--- src/rtl/imem_responder.sv ---
// rtl/imem_responder.sv - multi-cycle instruction-memory responder
//
// Purpose: memory-side end of the fetch/instruction-memory interface. It
// accepts one read or write at a time, models a fixed access latency, then
// returns read data with a one-cycle done pulse. Misaligned or conflicting
// requests get a one-cycle err pulse instead.
//
// Parameters:
//   LATENCY  cycles from acceptance to completion (1..15)
//   AW       word-address bits; storage is 2^AW 16-bit words
//
// Ports:
//   i_clk       system clock, rising edge
//   i_rst       asynchronous active-high reset
//   i_req_rd    read request, sampled only while idle
//   i_req_wr    write request, sampled only while idle
//   i_addr      byte address; word index = i_addr[AW:1], upper bits wrap
//   i_data_in   write data, sampled with the request
//   o_data_out  registered read data, holds until the next read completes
//   o_done      one-cycle pulse when an accepted access completes
//   o_stall     high while an access is in flight
//   o_err       one-cycle pulse for a rejected request
module imem_responder #(
  parameter int LATENCY = 3,
  parameter int AW      = 8
) (
  input  logic        i_clk,
  input  logic        i_rst,
  input  logic        i_req_rd,
  input  logic        i_req_wr,
  input  logic [15:0] i_addr,
  input  logic [15:0] i_data_in,
  output logic [15:0] o_data_out,
  output logic        o_done,
  output logic        o_stall,
  output logic        o_err
);

  typedef enum logic {
    S_IDLE = 1'b0,
    S_BUSY = 1'b1
  } state_t;

  // Counter is loaded with LATENCY-1 so that completion lands on the
  // LATENCY-th edge after acceptance.
  localparam logic [3:0] CNT_LOAD = 4'(LATENCY - 1);

  state_t          r_state;
  state_t          w_state_next;
  logic [3:0]      r_cnt;
  logic            r_op_wr;
  logic [AW-1:0]   r_word_idx;
  logic [15:0]     r_wdata;
  logic [15:0]     r_mem [2**AW];

  logic            w_req;
  logic            w_accept;
  logic            w_reject;
  logic            w_complete;
  logic            w_unused_addr;

  // High address bits intentionally alias onto the same words.
  assign w_unused_addr = ^i_addr[15:AW+1];

  always_ff @(posedge i_clk or posedge i_rst) begin
    if (i_rst) begin
      r_state <= S_IDLE;
    end else begin
      r_state <= w_state_next;
    end
  end

  always_comb begin
    w_state_next = r_state;
    w_req        = i_req_rd | i_req_wr;
    w_accept     = 1'b0;
    w_reject     = 1'b0;
    w_complete   = 1'b0;
    case (r_state)
      S_IDLE: begin
        if (w_req) begin
          if (i_addr[0] || (i_req_rd && i_req_wr)) begin
            w_reject = 1'b1;
          end else begin
            w_accept     = 1'b1;
            w_state_next = S_BUSY;
          end
        end
      end
      S_BUSY: begin
        if (r_cnt == 4'd0) begin
          w_complete   = 1'b1;
          w_state_next = S_IDLE;
        end
      end
    endcase
  end

  always_ff @(posedge i_clk or posedge i_rst) begin
    if (i_rst) begin
      r_cnt      <= 4'd0;
      r_op_wr    <= 1'b0;
      r_word_idx <= '0;
      r_wdata    <= 16'd0;
      o_data_out <= 16'd0;
      o_done     <= 1'b0;
      o_err      <= 1'b0;
    end else begin
      o_done <= w_complete;
      o_err  <= w_reject;
      if (w_accept) begin
        r_op_wr    <= i_req_wr;
        r_word_idx <= i_addr[AW:1];
        r_wdata    <= i_data_in;
        r_cnt      <= CNT_LOAD;
      end else if ((r_state == S_BUSY) && (r_cnt != 4'd0)) begin
        r_cnt <= r_cnt - 4'd1;
      end
      if (w_complete && !r_op_wr) begin
        o_data_out <= r_mem[r_word_idx];
      end
    end
  end

  // Storage has no reset. A reset during BUSY forces IDLE immediately, so
  // w_complete cannot fire and a pending write is dropped.
  always_ff @(posedge i_clk) begin
    if (w_complete && r_op_wr) begin
      r_mem[r_word_idx] <= r_wdata;
    end
  end

  assign o_stall = (r_state == S_BUSY);

endmodule

--- config.mk ---
export PLATFORM = sky130hd
export DESIGN_NAME = imem_responder
export DESIGN_NICKNAME = d
export VERILOG_FILES = /design/src/rtl/imem_responder.sv
export SDC_FILE = /design/constraint.sdc
export NUM_CORES = 2
export LEC_CHECK = 0
export ABC_AREA = 1
export BUFFER_PORTS_ARGS = -buffer_cell sky130_fd_sc_hd__buf_2
export CAP_MARGIN = 20
export CORE_ASPECT_RATIO = 1.2
export CORE_UTILIZATION = 45
export DETAILED_ROUTE_END_ITERATION = 10
export MAX_ROUTING_LAYER = met4
export PLACE_DENSITY = 0.66
export SYNTH_ARGS = -nofsm -noshare
export SYNTH_HDL_FRONTEND = slang
export SYNTH_SLANG_ARGS = --single-unit
--- constraint.sdc ---
create_clock -name i_clk -period 5.6 [get_ports i_clk]
set_input_delay 1.68 -clock i_clk [delete_from_list [all_inputs] [get_ports i_clk]]
set_output_delay 1.68 -clock i_clk [all_outputs]
set_load 0.005 [all_outputs]
==> PnR_summary.wiki <==
{| class="wikitable"
! Metric !! Value
|-
| Adder-cell share of the synthesized area || less than 1%
|-
| Synthesized instance count || 14900
|-
| Post-synth top area cell || sky130_fd_sc_hd__edfxtp_1
|-
| Main combinational cell family by area after synthesis || simple AND/OR/NAND/NOR gates
|-
| Outcome || complete, no violations
|-
| Setup clock skew after layout || around 0.058 ns
|-
| Post-route design area || 0.186 mm2
|-
| Xor-xnor portion of the synthesized cell area || 0%
|-
| Count leader, synth || sky130_fd_sc_hd__nand2_1
|-
| Startpoint-to-endpoint class of the critical path || reg -> reg
|-
| Setup repair after global routing missed its margin || false
|-
| Final cycle utilization of the critical path || 76.0%
|-
| Clock tree from TritonCTS || built
|-
| Worst slew pin tran || about 1.2 ns
|-
| Post-cts repair resize count || 0
|-
| Accumulated negative setup slack || 0 ns
|-
| Wire length of the first global-routing pass || 675000 um
|-
| Number of core rows || 244
|-
| Final estimated routing congestion in global placement || between 0.9 and 1
|-
| Starting density of the core || 45.3%
|-
| Post-CTS setup-driven buffer insertion count || 0
|-
| Routed wire length per instance || ~23 um
|-
| Critical-path maximum fanout || 12
|-
| IR Drop Worst-Case VDD || 617 uV
|-
| Fraction of power consumed by combinational cells || 33.2%
|-
| Net count, final || 15000
|-
| Capturing element of the worst setup path || r_mem[251][1]
|-
| Worst reg2reg path depth || 9
|-
| Worst setup EP type || flip-flop
|-
| Vias in the first global route || 101000
|-
| Minimum clock period after layout || 4.26 ns
|-
| Arrival time of data at the critical path endpoint || 4.84 ns
|-
| Total DRC errors in the routed layout || 0
|-
| H-tree depth || 5
|-
| Synth Register Bits || 4144
|-
| Overall global routing resource usage || ~25%
|-
| Share of synthesized cell area in and, or, nand and nor gates || between 20% and 30%
|-
| Largest buffer count on any clock path || 4
|-
| Clock transition time at the flip-flop clock pins of the worst setup and hold paths || around 0.070 ns
|-
| Post-synthesis mux area share || 0%
|-
| Number of antenna violations at the first check in global routing || 17
|-
| Post-synthesis sequential area ratio || about three quarters
|-
| Number of max-slew violations in the final report || 0
|-
| DP Worst Slack || 1.37 ns
|-
| Internal portion of total power || 59.9 mW
|-
| Compound-gate portion of the synthesized area || around 1.4%
|-
| Die height || 670 um
|-
| Headroom to the max-slew limit || 20.6%
|-
| Reg2Reg Launch Point || r_cnt[1]
|-
| Unique masters post-synth || 26
|-
| Sink count of the clock tree || 4144
|-
| Total half-perimeter wirelength after legalization and detailed placement || 261000 um
|-
| Flop-to-flop setup slack || 1.34 ns
|-
| Static Leak || around 71 nW
|-
| Beginning of the critical path || r_cnt[1]
|-
| Largest net degree at the start of global routing || 187
|-
| Power per cell area || 526 mW/mm2
|-
| Width of the chip || 559 um
|-
| Net switching power figure || around 38 mW
|-
| DRC marker count from the first detailed-route iteration || 12200
|-
| Insertion delay to the later sink of the worst-skew pair || 0.94 ns
|-
| Number of warnings issued by yosys || 0
|-
| Syn-to-layout area delta || 11.3%
|-
| Relative contribution of sequential cells to total power || 40.7%
|-
| Switch share || between 30% and 40%
|-
| Post-detailed-route count of antenna-violating nets || 0
|-
| Setup ws final || 1.34 ns
|-
| Via count || 109000
|-
| Setup Viol. Count Final || 0
|-
| Placed inst area || 0.174 mm2
|-
| Crit start category || flip-flop
|-
| Clk pwr share || 26.0%
|-
| Ratio of cells with drive above 1 in the final layout || 7.24%
|-
| Worst Hold Class || reg -> reg
|-
| Count of input and output buffers || 47
|-
| TritonCTS buffer count || 383
|-
| Total core area || approximately 0.37 mm2
|-
| Via density per instance || 5.38
|-
| Top-level port count || 55
|-
| Highest achievable clock rate || 235 MHz
|-
| Core occupancy in the finished layout || between 50 and 60%
|-
| Worst reg2reg endpoint || r_mem[251][1]
|-
| Final Hold Vio Count || 0
|-
| Clock Tree Root || sky130_fd_sc_hd__clkbuf_16
|-
| Overflow left after global routing || 0
|-
| Yosys top cell area share || 73.5%
|-
| Syn_area_per_cell || 11.2 um2
|-
| Synthesized net count || 14900
|-
| Pre-antenna DRT Iters || 8
|-
| Ordered list of cells on the worst path || inv_1 -> ha_1 -> nand4_1 -> inv_1 -> nand2_1 -> nor2_1 -> nand2_2 -> nor2_1 -> buf_4
|-
| Worst-path cell with the longest stage delay || sky130_fd_sc_hd__nor2_1
|-
| Wire length reported by the detailed router || 466000 um
|-
| Most common flop cell mapped by yosys || sky130_fd_sc_hd__edfxtp_1
|-
| Critical path required time || 6.19 ns
|-
| Total of max-cap violations || 0
|-
| FFs w/ async S/R, synth || 1.16%
|-
| Delay of the slowest cell on the worst path || 0.96 ns
|-
| Most numerous cell types in the synthesized netlist || sky130_fd_sc_hd__nand2_1 (8058), sky130_fd_sc_hd__edfxtp_1 (4096), sky130_fd_sc_hd__nor2_1 (897), sky130_fd_sc_hd__buf_2 (428), sky130_fd_sc_hd__nand3_1 (250)
|-
| Die Outline Area || approximately 0.37 mm2
|-
| Dominant cells by area after synthesis || sky130_fd_sc_hd__edfxtp_1 (74%), sky130_fd_sc_hd__nand2_1 (18%), sky130_fd_sc_hd__nor2_1 (2.0%), sky130_fd_sc_hd__buf_2 (1.3%), sky130_fd_sc_hd__nand4_1 (0.86%)
|-
| Count of flip-flops with a built-in enable after synthesis || 4096
|-
| Number of buffers added to fix hold violations after cts || 0
|-
| Cell area after synthesis || 0.167 mm2
|}
through the flow:
stage | instances | hold WS (ns) | power [mW]
global route | 20200 | 0.525 | 102
detailed placement | 19500 | 0.476 | 72.5
CTS | 20200 | 0.484 | 97.7
global placement | 19500 | 0.454 | 72.2
floorplan | 14900 | 0.434 | 59.5
finish | 20200 | 0.490 | 97.8
flip-flops by register name, indices dropped and copies added (netlist names):
name,cells
r_mem,4096
o_stall,1
o_data_out,16
o_done,1
o_err,1
r_wdata,16
r_op_wr,1
r_word_idx,8
r_cnt,4
kinds of logic (layout without fill, tap and decap cells):
kind of cell,Yosys count,after routing
adder cells (fa/ha/maj),1,1
AND/OR/NAND/NOR,9462,9462
AO/OA/AOI/OAI,470,470
buffers and inverters,813,1221
flip-flops,4144,4144
other,0,11
layout by cell type (no fill, tap or decap), types with 9 or more instances in the layout:
cell and n:
sky130_fd_sc_hd__buf_12 76, sky130_fd_sc_hd__clkinvlp_4 10, sky130_fd_sc_hd__clkinv_1 83, sky130_fd_sc_hd__clkinv_2 66, sky130_fd_sc_hd__inv_6 9, sky130_fd_sc_hd__o21ai_1 14, sky130_fd_sc_hd__nand3_1 250, sky130_fd_sc_hd__nor2_2 40
sky130_fd_sc_hd__bufinv_16 31, sky130_fd_sc_hd__nor2_1 856, sky130_fd_sc_hd__dfrtp_4 18, sky130_fd_sc_hd__nand2_2 17, sky130_fd_sc_hd__clkbuf_1 91, sky130_fd_sc_hd__diode_2 11, sky130_fd_sc_hd__inv_1 39, sky130_fd_sc_hd__edfxtp_1 4096
sky130_fd_sc_hd__nand4_1 230, sky130_fd_sc_hd__o21ai_0 233, sky130_fd_sc_hd__dfrtp_1 30, sky130_fd_sc_hd__nand2_1 8041, sky130_fd_sc_hd__or2_2 16, sky130_fd_sc_hd__buf_2 47, sky130_fd_sc_hd__buf_4 354, sky130_fd_sc_hd__a21oi_1 219
sky130_fd_sc_hd__clkbuf_16 389
critical path: cells and delay by family, from the launching register on:
kind	cells	cell delay, ns
simple gates	5	2.83
buf+inv	3	0.50
flops	1	0.39
fa+ha+maj	1	0.18
area by class of cell:
type | instances | area [um2]
fillers | 31200 | 183000
multi-input cells | 9933 | 39100
clock buffers | 488 | 10200
flip-flops and latches | 4144 | 124000
inverters | 51 | 231
clock inverters | 202 | 1800
diodes | 11 | 27.5
well taps | 4920 | 6160
repair buffers | 480 | 4460
power groups by stage:
stage	logic, mW	registers, mW	clock network [mW]
floorplan	17.2	42.2	0
CTS	32.2	39.8	25.7
global placement	31.7	40.5	0
detailed placement	32.0	40.5	0
finish	32.5	39.9	25.5
global route	34.9	39.9	26.8
how the worst min path moves through the flow:
stage	startpoint	cells past startpoint	endpoint	slack [ns]
final	r_cnt[3]	1	r_cnt[3]	0.49
after global routing	r_cnt[3]	1	r_cnt[3]	0.52
after CTS	r_cnt[3]	1	r_cnt[3]	0.48
after detailed placement	r_cnt[3]	1	r_cnt[3]	0.48
after global placement	r_cnt[3]	1	r_cnt[3]	0.45
after floorplan	r_cnt[3]	1	r_cnt[3]	0.43
per-layer routing:
metal	wire length [um]	global-route usage (%)	share of wire, %
met1	178000	32.0	38
met2	222000	39.8	48
met3	39400	3.25	8.5
met4	26300	12.8	5.6
met5	0	-	0
(Power assumes the default switching activity.)
